**config.mk**
```make
export PLATFORM = sky130hd
export DESIGN_NAME = out_port_arbiter
export DESIGN_NICKNAME = d
export VERILOG_FILES = /design/src/rtl/out_port_arbiter_pkg.sv /design/src/rtl/out_port_arbiter_rr_picker.sv /design/src/rtl/out_port_arbiter.sv
export SDC_FILE = /design/constraint.sdc
export NUM_CORES = 1
export LEC_CHECK = 0
export CORE_UTILIZATION = 35
export DETAILED_ROUTE_END_ITERATION = 8
export HOLD_SLACK_MARGIN = 0.1
export PLACE_DENSITY = 0.87
export SLEW_MARGIN = 40
export SYNTH_ARGS = -nofsm -noshare
export SYNTH_HDL_FRONTEND = slang
export SYNTH_SLANG_ARGS = --single-unit
```
**constraint.sdc**
```tcl
create_clock -name clk -period 2.05 [get_ports clk]
set_input_delay 0.41 -clock clk [delete_from_list [all_inputs] [get_ports clk]]
set_output_delay 0.41 -clock clk [all_outputs]
set_load 0.05 [all_outputs]
```
**src/rtl/out_port_arbiter_pkg.sv**
```systemverilog
// Shared types for the per-output-port arbiter.
// Packet layout and router-wide port count.
package out_port_arbiter_pkg;

    localparam int NUM_PORTS = 4;
    localparam int PKT_W     = 32;

    typedef struct packed {
        logic [7:0]  src_id;
        logic [7:0]  dest_id;
        logic [15:0] data;
    } pkt_t;

    typedef enum logic [1:0] {
        SRC_N = 2'd0,
        SRC_E = 2'd1,
        SRC_S = 2'd2,
        SRC_W = 2'd3
    } src_e;

endpackage

```
**src/rtl/out_port_arbiter_rr_picker.sv**
```systemverilog
// Round-robin picker: first request at or after ptr,
// falling back to the lowest request when none lies at or above ptr.
module out_port_arbiter_rr_picker #(
    parameter int NUM_IN = 4,
    parameter int IDX_W  = 2
) (
    input  logic [NUM_IN-1:0] req_i,
    input  logic [IDX_W-1:0]  ptr_i,
    output logic [NUM_IN-1:0] win_o,
    output logic [IDX_W-1:0]  win_idx_o,
    output logic              any_o
);

    logic [NUM_IN-1:0] mask;
    logic [NUM_IN-1:0] masked;
    logic [NUM_IN-1:0] sel;
    logic              found;

    // Mask off requests below ptr, then take the lowest surviving bit.
    always_comb begin
        mask      = '0;
        win_o     = '0;
        win_idx_o = '0;
        found     = 1'b0;
        for (int i = 0; i < NUM_IN; i++) begin
            mask[i] = (IDX_W'(i) >= ptr_i);
        end
        masked = req_i & mask;
        sel    = (|masked) ? masked : req_i;
        any_o  = |req_i;
        for (int i = 0; i < NUM_IN; i++) begin
            if (sel[i] && !found) begin
                win_idx_o = IDX_W'(i);
                found     = 1'b1;
            end
        end
        if (any_o) begin
            win_o[win_idx_o] = 1'b1;
        end
    end

endmodule

```
**src/rtl/out_port_arbiter.sv**
```systemverilog
// Output-port arbiter: round-robin among routing sources into a
// one-entry output register. Optional grant counters under ARB_STATS_EN.
module out_port_arbiter
    import out_port_arbiter_pkg::*;
#(
    parameter int NUM_IN = NUM_PORTS
`ifdef ARB_STATS_EN
    ,
    parameter int CNT_W  = 16
`endif
) (
    input  logic                  clk,
    input  logic                  rst_b,
    input  logic [NUM_IN-1:0]     req_valid,
    input  pkt_t [NUM_IN-1:0]     req_pkt,
    output logic [NUM_IN-1:0]     grant,
    output pkt_t                  out_pkt,
    output logic                  out_valid,
    input  logic                  out_ready
`ifdef ARB_STATS_EN
    ,
    output logic [NUM_IN-1:0][CNT_W-1:0] grant_count
`endif
);

    localparam int IDX_W = (NUM_IN > 1) ? $clog2(NUM_IN) : 1;

    logic [IDX_W-1:0]  rr_ptr_q;
    logic [IDX_W-1:0]  rr_ptr_d;
    pkt_t              out_pkt_q;
    pkt_t              out_pkt_d;
    logic              out_valid_q;
    logic              out_valid_d;

    logic [NUM_IN-1:0] win;
    logic [IDX_W-1:0]  win_idx;
    logic              any_req;
    logic              can_accept;
    logic              grant_en;

    out_port_arbiter_rr_picker #(
        .NUM_IN (NUM_IN),
        .IDX_W  (IDX_W)
    ) u_picker (
        .req_i     (req_valid),
        .ptr_i     (rr_ptr_q),
        .win_o     (win),
        .win_idx_o (win_idx),
        .any_o     (any_req)
    );

    // Slot is free if empty or draining this cycle; no grant while in reset.
    always_comb begin
        can_accept = ~out_valid_q | out_ready;
        grant_en   = can_accept & any_req & rst_b;
        grant      = grant_en ? win : '0;
    end

    // Next state of the output register and round-robin pointer.
    always_comb begin
        out_pkt_d   = out_pkt_q;
        out_valid_d = out_valid_q;
        rr_ptr_d    = rr_ptr_q;
        if (grant_en) begin
            out_pkt_d   = req_pkt[win_idx];
            out_valid_d = 1'b1;
            if (win_idx == IDX_W'(NUM_IN - 1)) begin
                rr_ptr_d = '0;
            end else begin
                rr_ptr_d = win_idx + 1'b1;
            end
        end else if (out_valid_q && out_ready) begin
            out_valid_d = 1'b0;
        end
    end

    // Output register and pointer state.
    always_ff @(posedge clk or negedge rst_b) begin
        if (!rst_b) begin
            out_pkt_q   <= '0;
            out_valid_q <= 1'b0;
            rr_ptr_q    <= '0;
        end else begin
            out_pkt_q   <= out_pkt_d;
            out_valid_q <= out_valid_d;
            rr_ptr_q    <= rr_ptr_d;
        end
    end

    assign out_pkt   = out_pkt_q;
    assign out_valid = out_valid_q;

`ifdef ARB_STATS_EN
    logic [NUM_IN-1:0][CNT_W-1:0] cnt_q;
    logic [NUM_IN-1:0][CNT_W-1:0] cnt_d;

    // Saturating per-source grant totals.
    always_comb begin
        cnt_d = cnt_q;
        for (int i = 0; i < NUM_IN; i++) begin
            if (grant[i] && (cnt_q[i] != {CNT_W{1'b1}})) begin
                cnt_d[i] = cnt_q[i] + 1'b1;
            end
        end
    end

    // Counter state.
    always_ff @(posedge clk or negedge rst_b) begin
        if (!rst_b) begin
            cnt_q <= '0;
        end else begin
            cnt_q <= cnt_d;
        end
    end

    assign grant_count = cnt_q;
`endif

endmodule

```
Yosys cells after proc, flatten, opt, wreduce, memory -nomap -nowiden:

Cells that the tools add are included.

* flip-flop bits (word level): 35
* input port bits: 135
* output and inout port bits: 37
* word-level logic and storage cells: 45

* $add $sub $neg: 1
* order comparisons: 6
* equality and inequality tests: 1
* multiplexer cells: 16
* bitwise operators: 5
* reduce and logical (&&, ||, !) cells: 11

Operators by type and width (count)
* binary-select mux 32 bit (select 2 bit): 1
* 2-to-1 mux 32 bit: 1
* 2-to-1 mux 4 bit: 3
* OR reduction 4 bit: 2
* 2-to-1 mux 1 bit: 7
* 2-to-1 mux 2 bit: 3
* logical AND 1 bit: 5
* bitwise AND 4 bit: 1
* greater-or-equal comparator 1 x 2 -> 1 bit, first input constant: 2
* greater-or-equal comparator 2 bit, first input constant: 2
* logical NOT 1 bit: 3
* < comparator 2 x 3 -> 1 bit, second input constant: 1
* adder 2 x 1 -> 2 bit, second input constant: 1
* bitwise AND 1 bit: 2
* demux 1 bit (select 2 bit): 1
* equality test 2 bit, second input constant: 1
* greater-or-equal comparator 2 x 1 -> 1 bit, second input constant: 1
* nonzero test 2 bit: 1
* inverter 1 bit: 1
* OR 1 bit: 1

Logic depth before layout (Yosys ltp):

* depth after elaboration: 20
* gate-level depth with buffers: 9
* depth with buffers taken out: 6

By module:

A second synthesis with hierarchy kept.

* cell total of the unflattened synthesis: 152
* area total of the unflattened synthesis: 2468.6 um^2

By module, submodules not included
* out_port_arbiter: times used 1, cells each 123, area each 2269.7 um^2, sequential area each 875.8 um^2
* out_port_arbiter_rr_picker: times used 1, cells each 29, area each 198.9 um^2, sequential area each 0.0 um^2

Least setup slack after synthesis:

No wires, ideal clock.

* path kind: register -> output
* start point: register out_valid_q, in the netlist out_valid
* end point: output port grant[0]
* data arrival time: 1.773 ns
* required time: 1.640 ns
* slack: -0.133 ns
* stages on the path, launching flop included: 7
* buffers on the path: 2
* cells stage by stage: dfrtp_1 nand2b_1 nand2_1 nor2_1 buf_2 buf_2 and2_1

* word-level cells in the longest chain between the ends: 5

Ends and longest elaborated chain
* from (decl): RTL line out_port_arbiter.sv:32 `logic out_valid_q;`
* from (signal assigned): RTL line out_port_arbiter.sv:85 `out_valid_q <= out_valid_d;`
* inverter 1 bit: RTL line out_port_arbiter.sv:54 `can_accept = ~out_valid_q | out_ready;`
* OR 1 bit: RTL line out_port_arbiter.sv:54
* bitwise AND 1 bit (2 in a row): RTL line out_port_arbiter.sv:55 `grant_en = can_accept & any_req & rst_b;`
* 2-to-1 mux 4 bit: RTL line out_port_arbiter.sv:56 `grant = grant_en ? win : '0;`
* to (decl): RTL line out_port_arbiter.sv:16 `output logic [NUM_IN-1:0] grant,`

No other way between the ends.

Final worst setup path:

* start point: register rr_ptr_q[1]
* end point: output port grant[3]

* word-level cells in the longest chain between the ends: 20
* elaborated cells on any way between the ends: 26
* classes of those cells: order compare: 6; mux: 11; bitwise: 1; reduce/logical: 8

Ends and longest elaborated chain
* from (decl): RTL line out_port_arbiter.sv:28 `logic [IDX_W-1:0] rr_ptr_q;`
* from (signal assigned): RTL line out_port_arbiter.sv:86 `rr_ptr_q <= rr_ptr_d;`
* greater-or-equal comparator 1 x 2 -> 1 bit or greater-or-equal comparator 2 bit (tied branches): RTL line out_port_arbiter_rr_picker.sv:26 `mask[i] = (IDX_W'(i) >= ptr_i);`
* bitwise AND 4 bit (*): RTL line out_port_arbiter_rr_picker.sv:28 `masked = req_i & mask;`
* OR reduction 4 bit: RTL line out_port_arbiter_rr_picker.sv:29 `sel = (|masked) ? masked : req_i;`
* 2-to-1 mux 4 bit (*): RTL line out_port_arbiter_rr_picker.sv:29
* 2-to-1 mux 1 bit: RTL line out_port_arbiter_rr_picker.sv:32 `if (sel[i] && !found) begin`
* logical NOT 1 bit: RTL line out_port_arbiter_rr_picker.sv:32
* logical AND 1 bit: RTL line out_port_arbiter_rr_picker.sv:32
* 2-to-1 mux 1 bit: RTL line out_port_arbiter_rr_picker.sv:32
* (+4 left out)
* logical AND 1 bit: RTL line out_port_arbiter_rr_picker.sv:32
* 2-to-1 mux 2 bit (*): RTL line out_port_arbiter_rr_picker.sv:32
* < comparator 2 x 3 -> 1 bit (implied by the code) or greater-or-equal comparator 2 x 1 -> 1 bit (tied branches): RTL line out_port_arbiter_rr_picker.sv:38 `win_o[win_idx_o] = 1'b1;`
* logical AND 1 bit (implied by the code): RTL line out_port_arbiter_rr_picker.sv:38
* 2-to-1 mux 1 bit (implied by the code): RTL line out_port_arbiter_rr_picker.sv:38
* demux 1 bit (select 2 bit) (*)
* 2-to-1 mux 4 bit (*): RTL line out_port_arbiter_rr_picker.sv:37 `if (any_o) begin`
* 2-to-1 mux 4 bit (*): RTL line out_port_arbiter.sv:56

Mark *: on every way between the ends. The rest lies on a longest branch, timed or not.

==> impl_metrics.ini <==
[cts]
cts_tree = built
clockBufferDepth = 2
cts_hold_buffers = 0
clk_latency_ns = 0.28
clock-sinks = 35
numCtsBuffers = 5
clk_pin_slew_ns = 0.07
cts_root_buf = clkbuf_8
htreeDepth = 2

[routing]
via_per_inst = 5.47
avgRoutedWirePerCell_microns = 17.8
ant_nets = 0
dr.pass1.iters = 4
wirelength_microns = 8160
drc = 0
drt_iter0_drc = 36
vias = 2499

[setup_path]
worst_ep_required_time_ns = 1.64
slowest_stage = dfrtp_2
max_stage_delay_ns = 0.44
critPathKind = reg -> out
cp.arrival_ns = 1.72
end_kind = primary output
start_kind = flop
path_cells = mux2i_1, o22ai_2, a21oi_2, buf_4, ha_1, and2_4, buf_12
crit_fanout = 6

[floorplanning]
start_util_pct = 37.1
core_area_sq_um = 6490
die_w_microns = 85
pin_count = 172
num_rows = 29
die-area_sq_um = 7230
die_y_microns = 85

[sta]
period_share_pct = 104
setup_ws_ns = -0.0780
fin_crit_ns = 2.13
worstMarginPinSlew_ns = 0.529
fmax_mhz = 470
fin_worst_skew_ns = 0.00809
rsz0062_at_grt = yes
drv_slew = 0
slew_headroom_pct = 64.6
setup_viol_count_final = 4
finalHoldViolations = 0

[synth]
synthFlopType = dfrtp_1
synth_area_per_cell_sq_um = 12.6
synthXorXnorAreaFrac_pct = 0
seq_area_frac_synth_pct = 36.3
synth_cell_type_count = 33
syn_area_sq_um = 2410
synth_fa_ha_area_share_pct = 2.08
yosysTopAreaCell = dfrtp_1
ys_top_cells_by_area = dfrtp_1 (36%), mux2_4 (17%), o221a_1 (13%), o22a_1 (12%), buf_12 (2.5%)
yosys.area_share.simple_pct = 3.43
synth_nets = 331
synth_edf_count = 0
synth_compound_area_share_pct = 31.4
synth_common_cells = dfrtp_1 (35), o22a_1 (32), mux2_4 (28), o221a_1 (28)
synth.top_cell.area_share_pct = 36.3
synth_mux_area_share_pct = 20.2
yosysMostFrequentCell = dfrtp_1
synthArstFlopShare_pct = 100
yosys_warnings = 0
synthCells = 192
ys_ff_latch = 35
synth_top_family_by_area = compound AO/OA/AOI/OAI gates

[final_layout]
n_antenna_cell = 0
area_delta_synth_final_pct = 86.7
drive_gt1_share_pct = 25.3
fin_nets = 519
fin_util_pct = 69.3

[pwr]
switching_share_pct = 42.6
peakVddDrop_mv = 0.512
p_int_w = 0.00272
p_leak_nw = 1.80
power_switching_w = 0.00202
power_per_cell_area_nw_per_um2 = 1050
total_power_w = 0.00473
pwr-share-clk_pct = 10.5
power_frac_comb_pct = 65.6
power_frac_seq_pct = 24.0

[status]
violations = setup timing
status = complete, but fails checks

[global_routing]
grt_pass1_wl_microns = 13200
grt_usage_pct = 23.1
gr-total-overflow = 0
grt_max_degree = 21
antenna_found_initial = 0
grt_pass1_vias = 2855

[worst_hold_path]
hold_class = in -> async

[flow_run]
max-cap-violations = 0

[place]
port_buffers = 171
place_congestion = 0.841
dp_hpwl_microns = 6590
## path summary, 6_finish.rpt
check / cells after the start / start / slack [ns] / end
worst max register to register: 7 / rr_ptr_q[1] / 0.13 / out_pkt[10]
worst min-delay path: 2 / rst_b / 0.13 / out_pkt[12]
worst min register to register: 1 / rr_ptr_q[0] / 0.61 / rr_ptr_q[0]
max in group asynchronous: 2 / rst_b / 1.70 / rr_ptr_q[0]
min in group clk: 1 / rr_ptr_q[0] / 0.61 / rr_ptr_q[0]
worst max-delay path: 7 / rr_ptr_q[1] / -0.08 / grant[3]
## metrics by stage
stage	area, sq um	cells	setup WS [ns]	hold WS, ns	TNS [ns]
after floorplan	2420	192	-0.00797	0.114	-0.0273
after global placement	4340	444	-0.475	0.431	-10.64
after detailed placement	4340	444	-0.535	0.429	-12.71
after CTS	4480	454	-0.0744	0.124	-0.264
after global routing	4500	457	-0.143	0.147	-0.534
final	4500	457	-0.0780	0.127	-0.292
## worst max-delay path: cells and delay by family (launching register included)
kind	cells	cell delay (ns)
flip-flops	1	0.44
buffers and inverters	2	0.27
multiplexers	1	0.23
AO/OA/AOI/OAI	2	0.23
adder cells (fa/ha/maj)	1	0.14
AND/OR/NAND/NOR	1	0.14
## repair_timing
item / in CTS / in global routing
pin swaps: 2 / 1
setup endpoints to repair: 36 / 4
setup buffers: 3 / 3
resized for setup: 19 / 0
## flip-flops by register name, summed over array words and instances (netlist names)
signal / count
rr_ptr_q: 2
out_valid: 1
out_pkt: 32
## layout by cell type, fill, tap and decap left out, types with 2 or more instances in the layout
cell type,n
clkbuf_8,6
a21oi_1,3
o21a_1,2
buf_12,7
o221a_2,4
dfrtp_2,2
ha_2,2
and2_4,4
buf_6,3
inv_1,4
dlygate4sd2_1,4
mux2_4,28
nand2b_1,2
o221a_1,28
clkdlybuf4s50_1,162
o21ai_0,3
mux2_2,5
a21oi_2,2
dfrtp_1,33
nand2_1,3
o22a_1,32
buf_4,23
nor2_1,2
ha_1,2
## per-layer routing
layer / vias to the layer above / global-route usage, % / part of all wire (%)
met2: 118 / 45.2 / 54
met5: - / 0 / 0
met1: 1215 / 23.5 / 37
met4: 0 / 7.55 / 2.1
met3: 14 / 6.32 / 7.5
li1: 1152 / - / -
## power groups by stage
| stage | clock, W | combinational (W) | sequential, W |
|---|---|---|---|
| finish | 0.000495 | 0.00310 | 0.00114 |
| global route | 0.000540 | 0.00325 | 0.00117 |
| CTS | 0.000515 | 0.00309 | 0.00114 |
| detailed placement | 0 | 0.00303 | 0.00114 |
| global placement | 0 | 0.00297 | 0.00112 |
| floorplan | 0 | 0.00113 | 0.00197 |
## logic make-up after synthesis
| family | count (synthesis) |
|---|---|
| flops | 35 |
| compound gates | 79 |
| simple gates | 16 |
| buf+inv | 24 |
| mux | 34 |
| fa+ha+maj | 4 |
## layout make-up
class                      instances  area [sq um]
clock buffer                       6          82.6
clock inverter                     1          5.00
fill                             491          1990
inverter                           5          18.8
multi-input combinational        133          1410
sequential                        35           878
tap                               77          96.3
timing repair buffer             200          2010
No activity file was read; power rests on OpenSTA's default activity.
